`config.mk`:
```
export PLATFORM = sky130hd
export DESIGN_NAME = conv_tap_sequencer_flat
export DESIGN_NICKNAME = d
export VERILOG_FILES = /design/src/rtl/conv_tap_sequencer_if.sv /design/src/rtl/conv_tap_sequencer.sv /design/src/flat_wrapper.sv
export SDC_FILE = /design/constraint.sdc
export NUM_CORES = 1
export LEC_CHECK = 0
export BUFFER_PORTS_ARGS = -buffer_cell sky130_fd_sc_hd__buf_2
export CORE_UTILIZATION = 51
export CTS_BUF_LIST = sky130_fd_sc_hd__clkbuf_8
export DETAILED_ROUTE_END_ITERATION = 16
export PLACE_DENSITY = 0.86
export SYNTH_ARGS = -nofsm -noshare
export SYNTH_HDL_FRONTEND = slang
export SYNTH_SLANG_ARGS = --single-unit
```
`constraint.sdc`:
```
create_clock -name clk -period 2.1 [get_ports clk]
set_input_delay 0.315 -clock clk [delete_from_list [all_inputs] [get_ports clk]]
set_output_delay 0.315 -clock clk [all_outputs]
set_load 0.005 [all_outputs]
```
`src/rtl/conv_tap_sequencer_if.sv`:
```
// ---------------------------------------------------------------------------
// conv_tap_sequencer_if
//   Bundles every non-clock signal of the convolution tap sequencer: the
//   window/kernel handshake, the accumulator-control request/response pair,
//   the per-tap datapath operands and the result handshake.
//
//   modport slave  : the sequencer itself.
//   modport master : its environment (window producer, accumulator control
//                    plus datapath, and result consumer).
//
//   Signals
//     win_valid/win_ready   window + kernel handshake
//     win_pixels            tap i at [i*PIX_W +: PIX_W], unsigned
//     kernel                coef i at [i*COEF_W +: COEF_W], signed
//     acc_clear/acc_start   single-cycle requests to the accumulator control
//     acc_ready             accumulator control idle
//     tap_pixel/tap_coef    operands of the tap currently being issued
//     acc_value             signed accumulator contents
//     out_valid/out_ready   result handshake
//     out_data              clamped result pixel
//     busy                  sequencer not idle
// ---------------------------------------------------------------------------
interface conv_tap_sequencer_if #(
   parameter int TAPS   = 9,
   parameter int PIX_W  = 8,
   parameter int COEF_W = 8,
   parameter int ACC_W  = 20
);

   logic                     win_valid;
   logic                     win_ready;
   logic [TAPS*PIX_W-1:0]    win_pixels;
   logic [TAPS*COEF_W-1:0]   kernel;
   logic                     acc_clear;
   logic                     acc_start;
   logic                     acc_ready;
   logic [PIX_W-1:0]         tap_pixel;
   logic [COEF_W-1:0]        tap_coef;
   logic [ACC_W-1:0]         acc_value;
   logic                     out_valid;
   logic                     out_ready;
   logic [PIX_W-1:0]         out_data;
   logic                     busy;

   modport slave (
      input  win_valid, win_pixels, kernel, acc_ready, acc_value, out_ready,
      output win_ready, acc_clear, acc_start, tap_pixel, tap_coef,
             out_valid, out_data, busy
   );

   modport master (
      output win_valid, win_pixels, kernel, acc_ready, acc_value, out_ready,
      input  win_ready, acc_clear, acc_start, tap_pixel, tap_coef,
             out_valid, out_data, busy
   );

endinterface

```
`src/rtl/conv_tap_sequencer.sv`:
```
// ---------------------------------------------------------------------------
// conv_tap_sequencer
//   Upstream feeder for the accumulator control FSM and its datapath. It
//   captures one TAPS-wide window plus kernel, requests one accumulator
//   clear, then issues one start per tap while presenting that tap's
//   pixel/coefficient pair. After the last tap has been summed it shifts and
//   clamps the accumulator into an output pixel held behind valid/ready.
//
//   Ports
//     clk    rising-edge clock
//     n_rst  asynchronous active-low reset
//     bus    conv_tap_sequencer_if.slave (see the interface for signals)
//
//   Parameters must match those of the connected interface instance.
// ---------------------------------------------------------------------------
module conv_tap_sequencer #(
   parameter int TAPS   = 9,
   parameter int PIX_W  = 8,
   parameter int COEF_W = 8,
   parameter int ACC_W  = 20,
   parameter int SHIFT  = 4
) (
   input  logic                 clk,
   input  logic                 n_rst,
   conv_tap_sequencer_if.slave  bus
);

   localparam int IDX_W = (TAPS > 1) ? $clog2(TAPS) : 1;

   localparam logic [IDX_W-1:0]        LAST_IDX = IDX_W'(TAPS - 1);
   localparam logic signed [ACC_W-1:0] PIX_MAX  = ACC_W'((2 ** PIX_W) - 1);

   typedef enum logic [2:0] {
      S_IDLE,
      S_CLEAR,
      S_CLR_WAIT,
      S_ISSUE,
      S_TAP_WAIT,
      S_OUT
   } state_t;

   state_t                  state_q,     state_d;
   logic [IDX_W-1:0]        tap_idx_q,   tap_idx_d;
   logic [TAPS*PIX_W-1:0]   pix_q,       pix_d;
   logic [TAPS*COEF_W-1:0]  coef_q,      coef_d;
   logic [PIX_W-1:0]        tap_pixel_q, tap_pixel_d;
   logic [COEF_W-1:0]       tap_coef_q,  tap_coef_d;
   logic [PIX_W-1:0]        out_data_q,  out_data_d;

   logic                    acc_clear;
   logic                    acc_start;
   logic [IDX_W-1:0]        next_idx;
   logic signed [ACC_W-1:0] shifted;
   logic [PIX_W-1:0]        clamped;

   assign next_idx = tap_idx_q + IDX_W'(1);

   // Final sum scaled down and saturated into the unsigned pixel range.
   assign shifted = $signed(bus.acc_value) >>> SHIFT;

   always_comb begin
      clamped = shifted[PIX_W-1:0];
      if (shifted[ACC_W-1]) begin
         clamped = '0;
      end else if (shifted > PIX_MAX) begin
         clamped = '1;
      end
   end

   // -----------------------------------------------------------------------
   // Next-state and request logic
   // -----------------------------------------------------------------------
   always_comb begin
      // NOTE: every signal written here gets a default first, so no path
      // leaves one unassigned and no latch is inferred.
      state_d     = state_q;
      tap_idx_d   = tap_idx_q;
      pix_d       = pix_q;
      coef_d      = coef_q;
      tap_pixel_d = tap_pixel_q;
      tap_coef_d  = tap_coef_q;
      out_data_d  = out_data_q;
      acc_clear   = 1'b0;
      acc_start   = 1'b0;

      unique case (state_q)
         S_IDLE: begin
            if (bus.win_valid) begin
               pix_d       = bus.win_pixels;
               coef_d      = bus.kernel;
               // Tap 0 operands are loaded straight from the inputs so they
               // are already stable in the first ISSUE cycle.
               tap_pixel_d = bus.win_pixels[PIX_W-1:0];
               tap_coef_d  = bus.kernel[COEF_W-1:0];
               tap_idx_d   = '0;
               state_d     = S_CLEAR;
            end
         end

         S_CLEAR: begin
            acc_clear = bus.acc_ready;
            if (bus.acc_ready) begin
               state_d = S_CLR_WAIT;
            end
         end

         // The control drops acc_ready while it resets the accumulator;
         // waiting for it to return covers that whole window.
         S_CLR_WAIT: begin
            if (bus.acc_ready) begin
               state_d = S_ISSUE;
            end
         end

         S_ISSUE: begin
            acc_start = bus.acc_ready;
            if (bus.acc_ready) begin
               state_d = S_TAP_WAIT;
            end
         end

         // acc_ready returning means SUM0 has already written this tap, so on
         // the last tap acc_value is the complete sum.
         S_TAP_WAIT: begin
            if (bus.acc_ready) begin
               if (tap_idx_q == LAST_IDX) begin
                  out_data_d = clamped;
                  state_d    = S_OUT;
               end else begin
                  tap_idx_d   = next_idx;
                  tap_pixel_d = pix_q[next_idx*PIX_W +: PIX_W];
                  tap_coef_d  = coef_q[next_idx*COEF_W +: COEF_W];
                  state_d     = S_ISSUE;
               end
            end
         end

         S_OUT: begin
            if (bus.out_ready) begin
               tap_idx_d = '0;
               state_d   = S_IDLE;
            end
         end

         default: begin
            state_d = S_IDLE;
         end
      endcase
   end

   // -----------------------------------------------------------------------
   // State and data registers
   // -----------------------------------------------------------------------
   always_ff @(posedge clk or negedge n_rst) begin
      if (!n_rst) begin
         state_q     <= S_IDLE;
         tap_idx_q   <= '0;
         // NOTE: the window/kernel store is reset as well; a mid-window
         // reset must leave no stale operands on tap_pixel/tap_coef.
         pix_q       <= '0;
         coef_q      <= '0;
         tap_pixel_q <= '0;
         tap_coef_q  <= '0;
         out_data_q  <= '0;
      end else begin
         // NOTE: non-blocking assignments so every register updates from the
         // values that were present before this edge.
         state_q     <= state_d;
         tap_idx_q   <= tap_idx_d;
         pix_q       <= pix_d;
         coef_q      <= coef_d;
         tap_pixel_q <= tap_pixel_d;
         tap_coef_q  <= tap_coef_d;
         out_data_q  <= out_data_d;
      end
   end

   // -----------------------------------------------------------------------
   // Outputs
   // -----------------------------------------------------------------------
   assign bus.win_ready = (state_q == S_IDLE);
   assign bus.busy      = (state_q != S_IDLE);
   assign bus.out_valid = (state_q == S_OUT);
   assign bus.acc_clear = acc_clear;
   assign bus.acc_start = acc_start;
   assign bus.tap_pixel = tap_pixel_q;
   assign bus.tap_coef  = tap_coef_q;
   assign bus.out_data  = out_data_q;

endmodule

```
`src/flat_wrapper.sv`:
```
// flat-port wrapper written by rule: the top's interface ports become plain ports
module conv_tap_sequencer_flat 
#(
   parameter int TAPS   = 9,
   parameter int PIX_W  = 8,
   parameter int COEF_W = 8,
   parameter int ACC_W  = 20,
   parameter int SHIFT  = 4
)
  (clk, n_rst, bus_win_valid, bus_win_pixels, bus_kernel, bus_acc_ready, bus_acc_value, bus_out_ready, bus_win_ready, bus_acc_clear, bus_acc_start, bus_tap_pixel, bus_tap_coef, bus_out_valid, bus_out_data, bus_busy);
  conv_tap_sequencer_if #(.TAPS(TAPS), .PIX_W(PIX_W), .COEF_W(COEF_W), .ACC_W(ACC_W)) bus_i ();
  input  logic clk;
  input  logic n_rst;
  input wire logic [$bits(bus_i.win_valid)-1:0] bus_win_valid;
  input wire logic [$bits(bus_i.win_pixels)-1:0] bus_win_pixels;
  input wire logic [$bits(bus_i.kernel)-1:0] bus_kernel;
  input wire logic [$bits(bus_i.acc_ready)-1:0] bus_acc_ready;
  input wire logic [$bits(bus_i.acc_value)-1:0] bus_acc_value;
  input wire logic [$bits(bus_i.out_ready)-1:0] bus_out_ready;
  output wire logic [$bits(bus_i.win_ready)-1:0] bus_win_ready;
  output wire logic [$bits(bus_i.acc_clear)-1:0] bus_acc_clear;
  output wire logic [$bits(bus_i.acc_start)-1:0] bus_acc_start;
  output wire logic [$bits(bus_i.tap_pixel)-1:0] bus_tap_pixel;
  output wire logic [$bits(bus_i.tap_coef)-1:0] bus_tap_coef;
  output wire logic [$bits(bus_i.out_valid)-1:0] bus_out_valid;
  output wire logic [$bits(bus_i.out_data)-1:0] bus_out_data;
  output wire logic [$bits(bus_i.busy)-1:0] bus_busy;
  assign bus_i.win_valid = bus_win_valid;
  assign bus_i.win_pixels = bus_win_pixels;
  assign bus_i.kernel = bus_kernel;
  assign bus_i.acc_ready = bus_acc_ready;
  assign bus_i.acc_value = bus_acc_value;
  assign bus_i.out_ready = bus_out_ready;
  assign bus_win_ready = bus_i.win_ready;
  assign bus_acc_clear = bus_i.acc_clear;
  assign bus_acc_start = bus_i.acc_start;
  assign bus_tap_pixel = bus_i.tap_pixel;
  assign bus_tap_coef = bus_i.tap_coef;
  assign bus_out_valid = bus_i.out_valid;
  assign bus_out_data = bus_i.out_data;
  assign bus_busy = bus_i.busy;
  conv_tap_sequencer #(.TAPS(TAPS), .PIX_W(PIX_W), .COEF_W(COEF_W), .ACC_W(ACC_W), .SHIFT(SHIFT)) u_core (.clk(clk), .n_rst(n_rst), .bus(bus_i));
endmodule
```
# Word level (Yosys, flattened, before mapping)

Cells that the tools add are included.
W data, S select, Z words.

Memories kept: 0
Latch bits: 0
Input port bits: 169
ROM bits: 0
Output and inout port bits: 29
Bits in writable memories: 0
Bits in registers: 175
Logic and storage cells: 58

Add/subtract/negate cells: 1
Magnitude comparators: 1
Shift operators: 2
Reductions and logical operators: 9
Mux-type cells: 25
Multipliers: 0
Bitwise operators: 0
Div/mod/pow operators: 0
Eq/ne operators: 13

Operators with widths:

| operator              | count |
|---|---|
| $shiftx A72 B8 Y8     | 2 |
| $mux W8               | 8 |
| $pmux W8 S2           | 2 |
| $mux W3               | 7 |
| $pmux W3 S6           | 1 |
| $gt A16 B9 Y1 const B | 1 |
| $mux W4               | 4 |
| $ne A2 B2 Y1 const B  | 7 |
| $pmux W4 S3           | 1 |
| $eq A3 B2 Y1 const B  | 2 |
| $eq A3 B3 Y1 const B  | 2 |
| $reduce_and A6 Y1     | 1 |
| $reduce_bool A3 Y1    | 2 |
| $reduce_and A5 Y1     | 1 |
| $add A4 B1 Y4 const B | 1 |
| $eq A4 B4 Y1 const B  | 1 |
| $reduce_and A4 Y1     | 1 |
| $eq A3 B1 Y1 const B  | 1 |
| $logic_not A3 Y1      | 1 |
| $reduce_and A3 Y1     | 1 |
| $mux W1               | 2 |
| $reduce_and A2 Y1     | 1 |
| $reduce_bool A2 Y1    | 1 |

# Depth between registers and ports, before layout

Depth after elaboration: 5
Depth in mapped cells: 8
Mapped depth without buffers: 6

# Worst setup path after synthesis

No wires, ideal clock.

Path type: register -> register
Start point: register u_core.tap_idx_q[0]
End point: register u_core.tap_coef_q[0], in the netlist u_core.bus.tap_coef[0]
Clock period less this slack: 2063 ps
Data required time: 1966 ps
Path slack: 37 ps
Arrival time: 1928 ps
Buffers on the path: 3
Stages on the path, launching flop included: 9
Setup time: 134 ps
Cells stage by stage: dfrtp_1 -> buf_4 -> inv_2 -> ha_1 -> buf_2 -> clkbuf_1 -> mux4_2 -> a21oi_1 -> a211oi_2

Cells in the longest elaborated chain, start to end: 5
Elaborated cells between the ends (all ways): 8
Classes of those cells: 1 x add/sub; 2 x eq/ne; 1 x shift; 3 x mux; 1 x reduce/logical

RTL lines:

| item                     | line                      | source |
|---|---|---|
| start: declaration       | conv_tap_sequencer.sv:43  | `logic [IDX_W-1:0] tap_idx_q, tap_idx_d;` |
| start signal: assignment | conv_tap_sequencer.sv:169 | `tap_idx_q <= tap_idx_d;` |
| $add A4 B1 Y4            | conv_tap_sequencer.sv:56  | `assign next_idx = tap_idx_q + IDX_W'(1);` |
| $shiftx A72 B8 Y8        | conv_tap_sequencer.sv:132 | `tap_coef_d = coef_q[next_idx*COEF_W +: COEF_W];` |
| $mux W8                  | conv_tap_sequencer.sv:126 | `if (tap_idx_q == LAST_IDX) begin` |
| $mux W8                  | conv_tap_sequencer.sv:125 | `if (bus.acc_ready) begin` |
| $pmux W8 S2              | conv_tap_sequencer.sv:86  | `unique case (state_q)` |
| end signal: assignment   | conv_tap_sequencer.sv:173 | `tap_coef_q <= tap_coef_d;` |
| end: declaration         | conv_tap_sequencer.sv:47  | `logic [COEF_W-1:0] tap_coef_q, tap_coef_d;` |

Parallel ways exist; a longest one is shown, timed or not. The select of a mux whose other input is x is not followed.
A chain may end at the register's enable or synchronous reset.

# Worst setup path after layout

Start point: register u_core.state_q[1]
End point: output bus_busy

Cells in the longest elaborated chain, start to end: 1

RTL lines:

| item                     | line                      | source |
|---|---|---|
| start: declaration       | conv_tap_sequencer.sv:42  | `state_t state_q, state_d;` |
| start signal: assignment | conv_tap_sequencer.sv:168 | `state_q <= state_d;` |
| $reduce_bool A3 Y1       | conv_tap_sequencer.sv:182 | `assign bus.busy = (state_q != S_IDLE);` |
| end: declaration         | flat_wrapper.sv:27        | `output wire logic [$bits(bus_i.busy)-1:0] bus_busy;` |

Every way passes these cells.

==> key figures <==
STA
  • Worst Skew: 0.0129 ns
  • Final hold viol count: 0
  • Slew @ Worst Pin: 0.734 ns
  • Final setup vio count: 0
  • Tcrit/Tclk final: 95.8%
  • Pins over their slew limit: 0
  • Max Freq: 497 MHz
  • Normalized max-slew margin: 51.0%
  • Worst hold slack: 0.0850 ns
  • Final min period: 2.01 ns

Global route
  • Largest net degree at the start of global routing: 58
  • Vias in the first global route: 5,888
  • Grt total ovfl: 0
  • Gr usage total: 23.2%
  • First-pass GRT wire length: 31,100 um
  • Initial antenna violation count: 4

Clock network
  • Cts bufs inserted: 17
  • Clk root buf: clkbuf_8
  • Clk Latency, worst-skew pair: 0.45 ns
  • Longest Clk Path Bufs: 2
  • Worst-path clk slew: 0.09 ns
  • H-tree depth: 4
  • Clk sinks: 175
  • CTS tree: built

Die
  • Chip height: 132 um
  • Initial Utilization: 53.1%
  • Chip width: 132 um
  • IO Pins: 198
  • Die footprint: 0.0173 mm2
  • Core Box Area: 0.0161 mm2
  • Std-Cell Rows: 46

Synthesis
  • Mapped cell area: 0.00856 mm2
  • #FFs+latches synth: 175
  • Ys async rst share: 100%
  • Synth Warn #: 0
  • Synth Area in Compound Gates: 8.58%
  • Multiplexer share of the synthesized area: 30.3%
  • Largest area contributor in the netlist: dfrtp_1
  • Mean area per synthesized cell: 15.0 um2
  • Top-area cell type share of the netlist area: 51.2%
  • Synth Area in XOR/XNOR: 0.102%
  • Synth Area in Adders: 0.292%
  • Simple-gate area share of the yosys netlist: 5.15%
  • Post-synthesis sequential area ratio: 51.2%
  • Synth Flop Type: dfrtp_1
  • Synth top area cells: dfrtp_1 51%, mux2_2 11%, mux2_4 11%
  • Cell variety after synth: 51
  • Synth Instances: 570
  • Post-synth EDFFs: 0
  • Largest family of logic cells by synthesized area: multiplexers
  • Syn nets: 741

Placement
  • # port buffers: 193
  • Final GP Congestion: 0.821
  • Detailed placement HPWL: 14,300 um
  • Placed cell area: 0.00977 mm2

Routing
  • # DRC: 0
  • TritonRoute pass-1 iters: 4
  • Initial DRC Count: 269
  • Via Count: 5,590
  • Wire per inst: 19.3 um
  • Post-route ant nets: 0
  • Wire length on met2: 9170 um
  • Avg Vias per Cell: 5.61
  • Metal3 WL: 918 um
  • Top Layer Used: met5
  • Post-detailed-routing wire length: 19,300 um
  • Wl on met1: 8640 um

Worst setup path
  • Number of cells on the critical path: 5
  • Setup crit end kind: primary output
  • CP Buf/Inv Count: 3
  • Startpoint types: flip-flop
  • Critical path's slowest cell: dfrtp_1
  • Max stage delay on crit path: 0.45 ns
  • CP cell instances: buf_4 -> or2_4 -> nor2_2 -> inv_1 -> buf_2
  • Family with the most delay on the worst path: flip-flops
  • Critical path class: flip-flop to primary output
  • Worst Path Required: 1.78 ns
  • Critical-path maximum fanout: 17
  • Worst EP arrival: 1.70 ns
  • FF-to-FF path depth: 7

Pwr
  • Max VDD drop: 0.000665 V
  • Final Total Pwr: 13.5 mW
  • Leakage: 4.49 nW
  • PwrDens: 1330 mW/mm2

Final layout
  • Area grow syn2layout: 18.7%
  • Final Cell Area: 0.0102 mm2
  • Share of cells above drive strength 1: 58.6%
  • Post-layout nets: 936

Hold path
  • HP Class: primary input to flip-flop
  • Hold Path Depth: 2

Flow run
  • Max-cap viol count: 0

Status
  • Status: complete, no violations
==> path summary, 6_finish.rpt <==
check,startpoint,to,slack (ns)
max,u_core.state_q[1]$_DFFE_PN0P_,bus_busy,0.09
max in group asynchronous,n_rst,u_core.tap_idx_q[0]$_DFFE_PN0P_,1.09
min reg2reg,u_core.bus.out_data[0]$_DFFE_PN0P_,u_core.bus.out_data[0]$_DFFE_PN0P_,0.48
min,bus_kernel[26],u_core.coef_q[26]$_DFFE_PN0P_,0.09
min in group asynchronous,n_rst,u_core.coef_q[16]$_DFFE_PN0P_,0.37
max reg2reg,u_core.tap_idx_q[1]$_DFFE_PN0P_,u_core.bus.tap_coef[6]$_DFFE_PN0P_,0.12
==> where the power goes <==
group	switching, mW	internal (mW)	leakage, nW
logic	2.18	3.32	2.23
registers	0.906	4.99	2.08
clock network	1.25	0.901	0.181
total	4.34	9.21	4.49
==> layer usage <==
metal  track usage [%]  up-vias
met5                 0        -
met4              10.9        2
met3              4.28       35
met2              35.5      174
met1              32.0     2833
li1                  -     2546
==> synthesized netlist by cell type (5+ instances only) <==
master	count
nand2_1	14
buf_4	7
o31ai_1	8
mux4_2	28
buf_6	17
nor2_1	14
dfrtp_1	175
a21oi_1	34
a32oi_1	16
mux2_4	60
a211oi_2	16
nand3_1	5
nor4_1	18
mux2_2	84
buf_2	15
==> area by class of cell <==
class                      count  area (um2)
fill                        1253        5950
antenna                        3        7.51
multi-input combinational    344        3810
clock inverter                13         105
inverter                       5        18.8
clock buffer                  19         262
timing repair buffer         222        1310
sequential                   175        4380
tap                          216         270
==> stage by stage <==
step                      cells  TNS, ns  setup WS, ns  util [%]
final                       997        0        0.0876      63.1
after global routing        997  -0.0173       -0.0173      63.1
after CTS                   994        0        0.0102      63.0
after detailed placement    961        0         0.132      60.6
after global placement      961        0         0.152      60.6
after floorplan             570        0        0.0373         -
==> cell usage in the layout, fill, tap and decap left out, types with 18 or more instances in the layout <==
cell type / netlist / final
mux4_2: 28 / 28
buf_4: 7 / 19
mux2_4: 60 / 60
mux2_2: 84 / 84
nor4_1: 18 / 18
a21oi_1: 34 / 34
dfrtp_1: 175 / 174
buf_2: 15 / 192
clkbuf_8: 0 / 19
==> timing repair <==
item                       4_1_cts  5_1_grt
hold buffers                     1        0
setup endpoints to repair        2        9
pin swaps                        0        1
hold endpoints to repair        44        0
gates resized for setup          1        1
gates cloned                     0        0
buffers inserted                 0        0
==> worst reg2reg max path: stages (launching register included) <==
cell and delay (ns):
dfrtp_1 0.41, buf_4 0.17, ha_1 0.26, or3_1 0.38, o31ai_4 0.07, buf_4 0.26
a32oi_1 0.09, a211oi_2 0.26
==> cells by family after synthesis <==
kind of cell / after synthesis
simple gates: 76
fa+ha+maj: 2
flops: 175
mux: 177
compound gates: 88
buf+inv: 51
xor+xnor: 1
==> state kept, by name (all words and copies together), names as in the netlist <==
name                  count
u_core.state_q            3
u_core.coef_q            72
u_core.bus.out_data       8
u_core.bus.tap_pixel      8
u_core.pix_q             72
u_core.bus.tap_coef       8
u_core.tap_idx_q          4
Note: power is estimated with default switching activity, not from simulation.
